==> src/rtl/zeckendorf_pkg.sv <==
// Shared definitions for the Zeckendorf encoder: Fibonacci weights, range limit
// and FSM state encoding.
package zeckendorf_pkg;

  typedef enum logic [1:0] {
    IDLE    = 2'd0,
    CONVERT = 2'd1,
    DONE    = 2'd2
  } state_t;

  // Weight of codeword bit i, i.e. Fib(i+2): 1, 2, 3, 5, 8, 13, ...
  function automatic int unsigned fib_weight(input int unsigned i);
    int unsigned a;
    int unsigned b;
    int unsigned t;
    a = 1;
    b = 2;
    for (int unsigned k = 0; k < i; k++) begin
      t = a + b;
      a = b;
      b = t;
    end
    return a;
  endfunction

  // Largest value representable by an n-bit codeword: Fib(n+2)-1.
  function automatic int unsigned max_val(input int unsigned n);
    return fib_weight(n) - 1;
  endfunction

endpackage

==> src/rtl/zeckendorf_if.sv <==
// Producer/consumer handshake bundle for the Zeckendorf encoder.
interface zeckendorf_if #(
  parameter int N_BITS = 8,
  parameter int IN_W   = 6
);
  logic              in_valid;
  logic              in_ready;
  logic [IN_W-1:0]   in_data;
  logic              out_valid;
  logic              out_ready;
  logic [N_BITS-1:0] out_code;
  logic              out_err;

  modport master (
    output in_valid, in_data, out_ready,
    input  in_ready, out_valid, out_code, out_err
  );

  modport slave (
    input  in_valid, in_data, out_ready,
    output in_ready, out_valid, out_code, out_err
  );
endinterface

==> src/rtl/zeckendorf_encoder.sv <==
// Bit-serial greedy Zeckendorf encoder: one codeword bit per clock, MSB first,
// valid/ready on both sides.
module zeckendorf_encoder
  import zeckendorf_pkg::*;
#(
  parameter int N_BITS = 8,
  parameter int IN_W   = 6
) (
  input  logic        clk,
  input  logic        rst,
  zeckendorf_if.slave bus
);

  localparam int unsigned MAX_VAL = max_val(N_BITS);
  localparam int W_TOP_W = $clog2(fib_weight(N_BITS - 1) + 1);
  localparam int SUB_W   = (IN_W > W_TOP_W) ? IN_W : W_TOP_W;
  localparam int IDX_W   = (N_BITS > 1) ? $clog2(N_BITS) : 1;
  localparam logic [IN_W-1:0] MAX_VAL_W = IN_W'(MAX_VAL);

  logic [SUB_W-1:0] weight [N_BITS];

  generate
    for (genvar gi = 0; gi < N_BITS; gi++) begin : g_weight
      assign weight[gi] = SUB_W'(fib_weight(gi));
    end
  endgenerate

  // Reset asserts immediately but is released on a clock edge.
  logic rst_meta_reg;
  logic rst_sync_reg;

  always_ff @(posedge clk or posedge rst) begin
    if (rst) begin
      rst_meta_reg <= 1'b1;
      rst_sync_reg <= 1'b1;
    end else begin
      rst_meta_reg <= 1'b0;
      rst_sync_reg <= rst_meta_reg;
    end
  end

  state_t            state_reg, state_next;
  logic [SUB_W-1:0]  rem_reg,   rem_next;
  logic [IDX_W-1:0]  idx_reg,   idx_next;
  logic [N_BITS-1:0] code_reg,  code_next;
  logic              skip_reg,  skip_next;
  logic              err_reg,   err_next;

  always_ff @(posedge clk or posedge rst_sync_reg) begin
    if (rst_sync_reg) begin
      state_reg <= IDLE;
      rem_reg   <= '0;
      idx_reg   <= '0;
      code_reg  <= '0;
      skip_reg  <= 1'b0;
      err_reg   <= 1'b0;
    end else begin
      state_reg <= state_next;
      rem_reg   <= rem_next;
      idx_reg   <= idx_next;
      code_reg  <= code_next;
      skip_reg  <= skip_next;
      err_reg   <= err_next;
    end
  end

  always_comb begin
    state_next = state_reg;
    rem_next   = rem_reg;
    idx_next   = idx_reg;
    code_next  = code_reg;
    skip_next  = skip_reg;
    err_next   = err_reg;

    unique case (state_reg)
      IDLE: begin
        if (bus.in_valid) begin
          code_next  = '0;
          skip_next  = 1'b0;
          idx_next   = IDX_W'(N_BITS - 1);
          state_next = CONVERT;
          if (bus.in_data > MAX_VAL_W) begin
            // Out-of-range values spend a single cycle in CONVERT so the
            // error result appears one cycle after acceptance.
            err_next = 1'b1;
            rem_next = '0;
          end else begin
            err_next = 1'b0;
            rem_next = SUB_W'(bus.in_data);
          end
        end
      end

      CONVERT: begin
        if (err_reg) begin
          state_next = DONE;
        end else begin
          if (skip_reg) begin
            skip_next = 1'b0;
          end else if (rem_reg >= weight[idx_reg]) begin
            code_next[idx_reg] = 1'b1;
            rem_next           = rem_reg - weight[idx_reg];
            skip_next          = 1'b1;
          end
          if (idx_reg == '0) begin
            state_next = DONE;
          end else begin
            idx_next = idx_reg - IDX_W'(1);
          end
        end
      end

      DONE: begin
        if (bus.out_ready) begin
          state_next = IDLE;
          err_next   = 1'b0;
        end
      end

      default: state_next = IDLE;
    endcase
  end

  assign bus.in_ready  = (state_reg == IDLE);
  assign bus.out_valid = (state_reg == DONE);
  assign bus.out_code  = code_reg;
  assign bus.out_err   = err_reg;

endmodule

==> src/flat_wrapper.sv <==
// flat-port wrapper written by rule: the top's interface ports become plain ports
module zeckendorf_encoder_flat import zeckendorf_pkg::*;
#(
  parameter int N_BITS = 8,
  parameter int IN_W   = 6
)
  (clk, rst, bus_in_valid, bus_in_data, bus_out_ready, bus_in_ready, bus_out_valid, bus_out_code, bus_out_err);
  zeckendorf_if #(.N_BITS(N_BITS), .IN_W(IN_W)) bus_i ();
  input  logic clk;
  input  logic rst;
  input wire logic [$bits(bus_i.in_valid)-1:0] bus_in_valid;
  input wire logic [$bits(bus_i.in_data)-1:0] bus_in_data;
  input wire logic [$bits(bus_i.out_ready)-1:0] bus_out_ready;
  output wire logic [$bits(bus_i.in_ready)-1:0] bus_in_ready;
  output wire logic [$bits(bus_i.out_valid)-1:0] bus_out_valid;
  output wire logic [$bits(bus_i.out_code)-1:0] bus_out_code;
  output wire logic [$bits(bus_i.out_err)-1:0] bus_out_err;
  assign bus_i.in_valid = bus_in_valid;
  assign bus_i.in_data = bus_in_data;
  assign bus_i.out_ready = bus_out_ready;
  assign bus_in_ready = bus_i.in_ready;
  assign bus_out_valid = bus_i.out_valid;
  assign bus_out_code = bus_i.out_code;
  assign bus_out_err = bus_i.out_err;
  zeckendorf_encoder #(.N_BITS(N_BITS), .IN_W(IN_W)) u_core (.clk(clk), .rst(rst), .bus(bus_i));
endmodule
==> config.mk <==
export PLATFORM = sky130hd
export DESIGN_NAME = zeckendorf_encoder_flat
export DESIGN_NICKNAME = d
export VERILOG_FILES = /design/src/rtl/zeckendorf_pkg.sv /design/src/rtl/zeckendorf_if.sv /design/src/rtl/zeckendorf_encoder.sv /design/src/flat_wrapper.sv
export SDC_FILE = /design/constraint.sdc
export NUM_CORES = 1
export LEC_CHECK = 0
export CAP_MARGIN = 5
export CORE_ASPECT_RATIO = 2
export CORE_MARGIN = 4
export CORE_UTILIZATION = 50
export DETAILED_ROUTE_END_ITERATION = 10
export GPL_ROUTABILITY_DRIVEN = 0
export PLACE_DENSITY = 0.73
export SLEW_MARGIN = 20
export SYNTH_ARGS = -nofsm -noshare
export SYNTH_HDL_FRONTEND = slang
export SYNTH_SLANG_ARGS = --single-unit
==> constraint.sdc <==
create_clock -name clk -period 2.35 [get_ports clk]
set_clock_uncertainty 0.05 [all_clocks]
set_input_delay 0.235 -clock clk [delete_from_list [all_inputs] [get_ports clk]]
set_output_delay 0.235 -clock clk [all_outputs]
set_load 0.005 [all_outputs]
Word level (Yosys, flattened, before mapping)
Memory sizes are Yosys's and may differ from the RTL's. Cells that the tools add are included.

Logic and storage cells: 70. Memories kept: 1. Register bits after elaboration: 23. Bits in read-only memories: 48. Output and inout port bits: 11.

Memories: (no name shown) (words 8, width 6, rd ports 1, clocked after Yosys merged registers in 0, write ports 0, line zeckendorf_encoder.sv:100) `end else if (rem_reg >= weight[idx_reg]) begin`.

Muxes and demuxes: 33. Reduce and logical (&&, ||, !) cells: 10. Equal/unequal tests: 9. Bitwise logic cells: 2. Magnitude comparators: 5. Add/sub/neg operators: 2.

Operator list (number): 6-bit 2-to-1 mux (7); 8-bit 2-to-1 mux (4); 8-bit one-hot mux with 2 select lines (1); 6-bit one-hot mux with 2 select lines (1); 2-bit inequality test, second input constant (5); 3-bit 2-to-1 mux (3); 3-bit AND reduction (3); 1-bit 2-to-1 mux (8); 2-bit 2-to-1 mux (4); 8-bit bitwise OR (1); 6-bit greater-or-equal comparator (1); 6-bit greater-than comparator, second input constant (1); 2-bit one-hot mux with 3 select lines (1); 3-bit one-hot mux with 2 select lines (1); 6-bit subtractor (1); 5-bit AND reduction (1); 4-bit greater-or-equal comparator, second input constant (1); 3-bit by 4-bit < comparator with 1-bit output, second input constant (1); 3-bit NOT with 4-bit output (1); 1-bit one-hot mux with 2 select lines (2); 4-bit AND reduction (1); 2-bit nonzero test (2); 1-bit demux with 3-bit select (1); 3-bit by 1-bit greater-or-equal comparator with 1-bit output, second input constant (1); 8 further kinds (8).

Depth between registers and ports, before layout
Depth after elaboration: 9. Depth in mapped cells: 14. Mapped depth without buffers: 12.

Worst setup path before layout
Ideal clock, no wire load.

Path type: reg-to-reg. Start: register u_core.idx_reg[0]. End: register u_core.rem_reg[0]. Data arrival time: 2.696 ns. Clock period less this slack: 2.871 ns. Slack: -0.521 ns. Cell stages (with the launch flop): 14. Cell sequence: dfrtp_1 clkbuf_1 inv_1 ha_1 nand2_1 o21ai_0 ha_1 inv_1 fa_1 a21o_1 a31oi_1 o21a_1 o31ai_4 mux2_2.

Longest elaborated chain between the ends: 9.

Ends and longest elaborated chain: from (decl) (line zeckendorf_encoder.sv:44) `logic [IDX_W-1:0] idx_reg, idx_next;`; from (signal assigned) (line zeckendorf_encoder.sv:60) `idx_reg <= idx_next;`; 3-bit NOT with 4-bit output (implied by the code) (*) (line zeckendorf_encoder.sv:100, zeckendorf_encoder.sv:102); memory 8 x 6 bit (*); 6-bit 2-to-1 mux (implied by the code) (*) (2 in a row) (line zeckendorf_encoder.sv:100); 6-bit subtractor (line zeckendorf_encoder.sv:102) `rem_next = rem_reg - weight[idx_reg];`; 6-bit 2-to-1 mux (line zeckendorf_encoder.sv:100); 6-bit 2-to-1 mux (line zeckendorf_encoder.sv:98) `if (skip_reg) begin`; 6-bit 2-to-1 mux (line zeckendorf_encoder.sv:95) `if (err_reg) begin`; 6-bit one-hot mux with 2 select lines (line zeckendorf_encoder.sv:75) `unique case (state_reg)`; to (signal assigned) (line zeckendorf_encoder.sv:59) `rem_reg <= rem_next;`; to (decl) (line zeckendorf_encoder.sv:43) `logic [SUB_W-1:0] rem_reg, rem_next;`.

Every way passes the cells marked *; elsewhere a longest branch is shown, timed or not. The select of a mux whose other input is x is not followed. A chain may end at the register's enable or synchronous reset.

Final worst setup path
Start: register u_core.idx_reg[0]. End: register u_core.rem_reg[5].

The elaborated chain is that of the path after synthesis.

==> key figures <==
Die
  • Die ar.: roughly 3800 um^2
  • Num ports: 21
  • Die W: roughly 45 um
  • Starting Density: between 50 and 60%
  • Row cnt: 26
  • Core box area: about 2600 um^2
  • Die Span Y: around 83 um

Timing
  • Slew Viols, Final: 0
  • Share of the clock period used by the worst path: 115%
  • Final worst setup slack: -362 ps
  • Rel. slew slack: between 40% and 50%
  • Fin crit period: about 2700 ps
  • Max Clk Rate: between 0.3 and 0.4 GHz
  • Final setup viols: 15
  • Worst slew pin tran: ~800 ps
  • RSZ-0062 raised after global routing: yes
  • Final Hold Fails: 0

Placed design
  • Placed inst area: 1820 um^2
  • Post-Place Cells: 208
  • Buffers on Ports: 20
  • Post-DP HPWL: 3.06 mm

Synthesis
  • Syn_nets: about 170
  • Sequential area share after synthesis: about two fifths
  • Syn avg cell area: between 9 and 10 um^2
  • Number of synthesized flops with an enable pin: 0
  • Ys flop type: dfrtp_1
  • Synth unique cells: 37
  • Area leader, netlist: dfrtp_1
  • Seq cells post-synth: 23
  • Synth Warn #: 0
  • Synth top area cells: dfrtp_1, ha_1, nand2_1
  • Synth top area share: 37.6%
  • Async SR Flop Fraction: 100%
  • Post-Syn Area: about 1400 um^2
  • Cells after Synth: roughly 140

Clocking
  • Clock transition at the registers of the reported paths: 90 ps
  • CTS root buffer: clkbuf_8
  • Clock net sink count: 23
  • TritonCTS clock tree: done
  • CTS H-tree depth: 1
  • Clk buf depth: 2
  • Num CTS Buffers: 3
  • Worst skew pair latency: between 200 and 300 ps

Worst setup path
  • Worst Setup End Kind: register
  • WP data required: between 2000 and 2500 ps
  • Startpoint types: register
  • CP Class: reg -> reg
  • Crit path max fanout: 6
  • CP arrival: 2830 ps

Drt
  • Vias: 1288
  • Number of nets with antenna violations after routing: 0
  • DRC violations left: 0
  • WL/cell: between 15 and 20 um
  • Vias/cell: between 5 and 6
  • TritonRoute pass-1 iters: 4
  • Final wirelength: roughly 4.1 mm
  • First DRT Iteration DRCs: 22

Status
  • Run status: complete, but fails checks
  • Failing checks: setup timing

Global route
  • Initial antenna violation count: 0
  • First-pass GRT wire length: between 6 and 7 mm
  • Largest net degree at the start of global routing: 22
  • Aggregate global-route resource usage: 24.4%
  • Vias in the first global route: 1420
  • GRT Residual Overflow: 0

Layout
  • NumNets Final: 210
  • Max reg flops: 8
  • Final cell count without fillers: 215
  • Post-route cell area: 1980 um^2
  • Layout area overhead: 41.9%
  • Most common cell after layout, fill and taps aside: buf_4
  • Diode count: 0
  • Most frequent cells in the layout: buf_4, nand2_1, clkdlybuf4s50_1, dfrtp_1, ha_1
  • Share of cells above drive strength 1: roughly 31%

Worst hold path
  • Worst hold-check path type: in -> async

Run
  • MaxCap Viol Count: 0
worst max-delay path: stages (launching register included):
cell and delay [ps]:
dfrtp_2 460, inv_6 70, ha_4 200, nand2_2 70, o21ai_2 60, ha_2 190, inv_2 60, fa_2 210
a21o_1 110, a31oi_1 90, o21a_1 230, o31ai_4 440, mux2_4 340
stage by stage:
step | utilization (%) | worst slack [ps] | TNS, ps | hold WS [ps]
CTS | 75.4 | -273 | -3470 | 217
detailed placement | 69.8 | -389 | -5130 | 300
finish | 76.2 | -362 | -4740 | 214
floorplan | - | -307 | -3240 | 96.5
global route | 76.2 | -434 | -6140 | 225
global placement | 69.8 | -334 | -4260 | 298
synth_stat cells, types with 2 or more instances:
library cell  number
a211oi_1           2
a21o_1             4
a21oi_1            3
a31oi_1            4
a32o_1             2
clkbuf_1           4
dfrtp_1           21
dfstp_2            2
ha_1              11
inv_1              9
mux2_2             6
mux2i_1            2
nand2_1           24
nand2b_1           4
nor2_1             6
nor2b_1            3
o211ai_1           2
o21a_1             3
o21ai_0            7
o22ai_1            2
o31ai_1            2
o41ai_1            4
xor2_1             2
path summary, 6_finish.rpt:
kind / startpoint / slack [ps] / to / depth (start not counted)
setup / recovery: u_core.idx_reg[0]$_DFFE_PP0P_ / -360 / u_core.rem_reg[5]$_DFFE_PP0P_ / 12
hold / removal: rst / 210 / u_core.rst_sync_reg$_DFF_PP1_ / 2
setup reg to reg: u_core.idx_reg[0]$_DFFE_PP0P_ / -360 / u_core.rem_reg[5]$_DFFE_PP0P_ / 12
hold reg to reg: u_core.rst_meta_reg$_DFF_PP1_ / 310 / u_core.rst_sync_reg$_DFF_PP1_ / 0
max in group asynchronous: u_core.rst_sync_reg$_DFF_PP1_ / 1340 / u_core.idx_reg[0]$_DFFE_PP0P_ / 1
min in group clk: u_core.rst_meta_reg$_DFF_PP1_ / 310 / u_core.rst_sync_reg$_DFF_PP1_ / 0
logic make-up (layout without fill, tap and decap cells):
kind of cell	count (synthesis)	after routing	share of synthesized area [%]
AOI/OAI and AO/OA	40	40	21.2
xor gates and xnor gates	3	3	1.88
adders and majority gates	12	12	11.3
buffers and inverters	14	58	4.30
DFF	23	23	41.4
muxes	8	8	6.27
other	1	1	0.269
and+or+nand+nor	42	42	13.4
layer usage:
metal,up-vias,GRT usage [%],wire length [um]
li1,592,-,-
met1,631,20.5,1380
met2,47,47.6,2320
met3,18,2.17,143
met4,0,19.4,261
met5,-,0,0
cell type report:
type                            count  area (um^2)
Clock buffer                        3         41.3
Sequential cell                    23          579
Timing Repair Buffer               45          392
Clock inverter                      1         7.51
Multi-Input combinational cell    106          888
Fill cell                         177          621
Tap cell                           28         35.0
Inverter                            9         38.8
repair_timing:
action,4_1_cts,5_1_grt
endpoints found under the setup margin,15,15
buffers inserted,3,1
pin swaps,10,1
gates resized for setup,18,1
hold buffers,0,0
Power is left out: the tool's default activity adds up to more than one toggle a clock period on the data nets, which glitch-free logic cannot reach.
